==> src/rtl/bcd_counter_n.sv <==
// N-digit cascadable BCD up/down counter with load, carry-in and wrap/saturate.
// Optional compare output is built when BCD_COUNTER_N_CMP_EN is defined.
module bcd_counter_n #(
    parameter int DIGITS = 4,
    parameter int SAT    = 0
) (
    input  logic                  CLK,
    input  logic                  RST,
    input  logic                  EN,
    input  logic                  CIN,
    input  logic                  LOAD,
    input  logic                  UP,
    input  logic [4*DIGITS-1:0]   DATA,
`ifdef BCD_COUNTER_N_CMP_EN
    input  logic [4*DIGITS-1:0]   CMP,
    output logic                  MATCH,
`endif
    output logic [4*DIGITS-1:0]   DOUT,
    output logic                  COUT,
    output logic                  WRAP
);

    logic [4*DIGITS-1:0] cnt_q, cnt_d;
    logic [4*DIGITS-1:0] load_val, step_val;
    logic                wrap_q, wrap_d;
    logic                all9, all0, bound;
    logic                ld_fire, st_fire;

    // Boundary detection on the current count
    always_comb begin
        all9 = 1'b1;
        all0 = 1'b1;
        for (int k = 0; k < DIGITS; k++) begin
            if (cnt_q[4*k +: 4] != 4'd9) all9 = 1'b0;
            if (cnt_q[4*k +: 4] != 4'd0) all0 = 1'b0;
        end
        bound = UP ? all9 : all0;
    end

    // Sanitised load value and rippled step value
    always_comb begin
        logic       carry;
        logic [3:0] dig;
        load_val = '0;
        step_val = cnt_q;
        carry    = 1'b1;
        dig      = 4'd0;
        for (int k = 0; k < DIGITS; k++) begin
            dig = DATA[4*k +: 4];
            load_val[4*k +: 4] = (dig > 4'd9) ? 4'd9 : dig;
            dig = cnt_q[4*k +: 4];
            if (carry) begin
                if (UP) begin
                    if (dig == 4'd9) begin
                        dig = 4'd0;
                    end else begin
                        dig   = dig + 4'd1;
                        carry = 1'b0;
                    end
                end else begin
                    if (dig == 4'd0) begin
                        dig = 4'd9;
                    end else begin
                        dig   = dig - 4'd1;
                        carry = 1'b0;
                    end
                end
            end
            step_val[4*k +: 4] = dig;
        end
    end

    // Next-state selection: load beats count; saturation holds at the boundary
    always_comb begin
        cnt_d   = cnt_q;
        wrap_d  = 1'b0;
        ld_fire = 1'b0;
        st_fire = 1'b0;
        if (EN && !LOAD) begin
            cnt_d   = load_val;
            ld_fire = 1'b1;
        end else if (EN && CIN) begin
            if (!(bound && (SAT != 0))) begin
                cnt_d   = step_val;
                wrap_d  = bound;
                st_fire = 1'b1;
            end
        end
    end

    // Count and wrap registers
    always_ff @(posedge CLK) begin
        if (RST) begin
            cnt_q  <= '0;
            wrap_q <= 1'b0;
        end else begin
            cnt_q  <= cnt_d;
            wrap_q <= wrap_d;
        end
    end

    assign DOUT = cnt_q;
    assign WRAP = wrap_q;
    assign COUT = bound;

`ifdef BCD_COUNTER_N_CMP_EN
    logic match_q, match_d;

    // Match fires only on an edge that actually loads or steps
    always_comb begin
        match_d = 1'b0;
        if (ld_fire || st_fire) match_d = (cnt_d == CMP);
    end

    // Match pulse register
    always_ff @(posedge CLK) begin
        if (RST) match_q <= 1'b0;
        else     match_q <= match_d;
    end

    assign MATCH = match_q;
`endif

endmodule

==> config.mk <==
export PLATFORM = sky130hd
export DESIGN_NAME = bcd_counter_n
export DESIGN_NICKNAME = d
export VERILOG_FILES = /design/src/rtl/bcd_counter_n.sv
export SDC_FILE = /design/constraint.sdc
export NUM_CORES = 1
export LEC_CHECK = 0
export CORE_UTILIZATION = 50
export CTS_CLUSTER_DIAMETER = 50
export DETAILED_ROUTE_END_ITERATION = 16
export PLACE_DENSITY = 0.81
export SETUP_SLACK_MARGIN = 0.4
export SLEW_MARGIN = 15
export SYNTH_ARGS = -nofsm -noshare
export SYNTH_HDL_FRONTEND = slang
export SYNTH_SLANG_ARGS = --single-unit
==> constraint.sdc <==
create_clock -name CLK -period 2.3 [get_ports CLK]
set_clock_uncertainty 0.15 [all_clocks]
set_input_delay 0.345 -clock CLK [delete_from_list [all_inputs] [get_ports CLK]]
set_output_delay 0.345 -clock CLK [all_outputs]
set_load 0.01 [all_outputs]
==> results.yml <==
outcome:
  status: "finished, final reports clean"
clock_tree:
  cts_tree: "done"
  htree_levels: 1
  ctsHoldBuffers: 0
  cts_root_buf: "clkbuf_4"
  clkSlewWorstSetupHoldPaths_ns: 0.10
  clockBufferDepth: 2
  clock_sinks: 17
  cts_buffers: 3
  worstSkewPairLatency_ns: 0.30
floorplanning:
  initial_utilization_pct: 53.0
  design.core.area_um2: 3080
  rows: 20
  die_w_um: 59.1
  boundaryPins: 40
  die_height_um: 59.1
  dieArea_um2: 3490
routing:
  vias_per_cell: 6.30
  drc: 0
  postRouteAntennaNets: 0
  wl_per_cell_um: 16.9
  num_vias: 2090
  drt_pass1_iterations: 5
  dr.first_iter.drc_count: 198
  wirelength_um: 5610
global_route:
  grt_pass1_vias: 1844
  track_usage_pct: 31.3
  grt_max_degree: 19
  grt_pass1_wl_um: 8340
  grt_overflow: 0
  grt_antenna_before_repair: 0
place:
  hpwl_um: 3330
  finalWeightedCongestion: 0.825
  port_buffers: 39
setup_path:
  crit_chain: "or4_4, nor3_4, a21oi_2, nor2_1, buf_2"
  ff2ff_setup_slack_ns: 0.27
  slowest_stage: "or4_4"
  cp-end-kind: "output pin"
  worst_r2r_path_depth: 6
  cp.required_ns: 1.80
  slowest_delay_ns: 0.54
  cp.arrival_ns: 1.68
  cp-start-kind: "flip-flop"
  startpoint: "DOUT[13]$_SDFFE_PP0P_"
  r2r_end: "DOUT[8]$_SDFFE_PP0P_"
  r2r-start: "DOUT[3]$_SDFFE_PP0P_"
  crit_path_end: "COUT"
  critical_path_class: "reg -> out"
  worstPathMaxFanout: 2
synthesis:
  postSynthCellCount: 227
  synth.avg_cell_area_um2: 7.18
  yosys_warnings: 0
  synth.distinct_cells: 52
  syn-cell-area_um2: 1630
  synth_seq_cells: 17
  synth_edf_count: 0
  synth_ff_type: "dfxtp_1"
  synth_async_sr_flop_share_pct: 0
  syn-num-nets: 249
  seq_area_frac_synth_pct: 20.9
final_layout:
  fin_nets: 311
  antenna_cells: 0
  area_growth_pct: 55.8
  layout_commonest_cell: "buf_4"
  final_core_util_pct: 82.5
  final_cell_mix: "buf_4 (35), clkdlybuf4s50_1 (27), o21ai_0 (14)"
  drive_gt1_share_pct: 33.0
power_and_ir_drop:
  power_density_nw_per_um2: 383
  p_leak_uw: 0.00103
  peakVddDrop_v: 0.000263
  design_power_total_uw: 973
sta:
  maxSlewHeadroom_pct: 73.3
  setup_viol: 0
  rsz0062_at_grt: "yes"
  hold_violations: 0
  slew_viol_final: 0
  fin_crit_sh_pct: 94.5
  min_period_ns: 2.17
  tightest_slew_ns: 0.398
  fmax_mhz: 460
flow_run:
  drv_cap: 0
hold_path:
  hold_class: "reg -> reg"
how the worst min path moves through the flow:
stage                     slack (ns)                     to                 start  depth (start not counted)
after CTS                       0.43        WRAP$_SDFF_PP0_                    UP                          5
after global placement          0.42   DOUT[5]$_SDFFE_PP0P_  DOUT[5]$_SDFFE_PP0P_                          2
after global routing            0.46        WRAP$_SDFF_PP0_                    UP                          5
after detailed placement        0.41   DOUT[5]$_SDFFE_PP0P_  DOUT[5]$_SDFFE_PP0P_                          2
final                           0.46        WRAP$_SDFF_PP0_  DOUT[1]$_SDFFE_PP0P_                          2
after floorplan                 0.33  DOUT[15]$_SDFFE_PP0P_              DATA[15]                          2
logic make-up (layout without fill, tap and decap cells):
| kind of cell | after synthesis | count (layout) | share of synthesized area, % |
|---|---|---|---|
| compound gates | 82 | 82 | 34.8 |
| xor+xnor | 9 | 9 | 4.84 |
| buf+inv | 36 | 97 | 9.98 |
| flops | 17 | 17 | 20.9 |
| simple gates | 83 | 83 | 29.5 |
cell usage after synthesis (3+ instances only):
| library cell | count | share of area (%) |
|---|---|---|
| a21boi_0 | 4 | 1.8 |
| a311oi_1 | 7 | 3.8 |
| nor4_1 | 6 | 2.3 |
| nand2b_1 | 5 | 1.9 |
| nand4b_1 | 6 | 3.2 |
| nand2_1 | 9 | 2.1 |
| nand3_1 | 11 | 3.4 |
| buf_6 | 3 | 2.1 |
| nor2b_1 | 4 | 1.5 |
| dfxtp_1 | 17 | 21 |
| inv_1 | 9 | 2.1 |
| clkbuf_1 | 19 | 4.4 |
| buf_2 | 4 | 1.2 |
| a22oi_1 | 3 | 1.4 |
| or2_2 | 3 | 1.2 |
| a21o_1 | 5 | 2.3 |
| o21ai_0 | 17 | 5.2 |
| nor3_1 | 5 | 1.5 |
| or3_1 | 8 | 3.1 |
| or4_1 | 4 | 1.8 |
| and3_1 | 3 | 1.2 |
| xnor2_1 | 7 | 3.8 |
| o31ai_1 | 4 | 1.8 |
| nor2_1 | 13 | 3.0 |
| a21oi_1 | 15 | 4.6 |
| a211oi_1 | 3 | 1.4 |
timing repair:
action	CTS	global route
gates resized for setup	41	35
endpoints found under the setup margin	19	24
setup buffers	6	4
pin swaps	13	12
cell type report:
cell class,count,area [µm²]
fill,189,538
multi-input combinational,174,1290
tap,44,55.1
clock buffer,4,26.3
sequential,17,364
inverter,9,33.8
timing repair buffer,84,773
power by group:
group / internal (µW) / switching, µW
Sequential: 316 / 20.1
Combinational: 233 / 233
Clock: 67.7 / 104
Total: 616 / 357
flip-flops by register name, indices dropped and copies added (netlist names):
register / count
WRAP: 1
DOUT: 16
per-stage QoR:
step,cells,worst slack (ns),hold WS (ns),TNS [ns],cell area (µm²)
CTS,328,0.109,0.433,0,2370
finish,332,0.126,0.463,0,2540
detailed placement,318,-0.362,0.411,-2.29,2220
global route,332,0.0198,0.459,0,2540
floorplan,227,0.311,0.335,0,1650
global placement,318,-0.337,0.417,-2.04,2220
metal layers:
metal / track usage (%) / share of wire [%] / routed length, µm
met5: 0 / 0 / 0
met4: 13.6 / 2.7 / 153
met3: 5.02 / 6.5 / 363
met2: 53.6 / 51 / 2860
met1: 38.8 / 40 / 2240
worst max-delay path, delay by kind of cell (launching register included):
kind	cells	cell delay (ns)
simple gates	3	0.82
flops	1	0.34
buf+inv	1	0.13
compound gates	1	0.08
No activity file was read; power rests on OpenSTA's default activity.
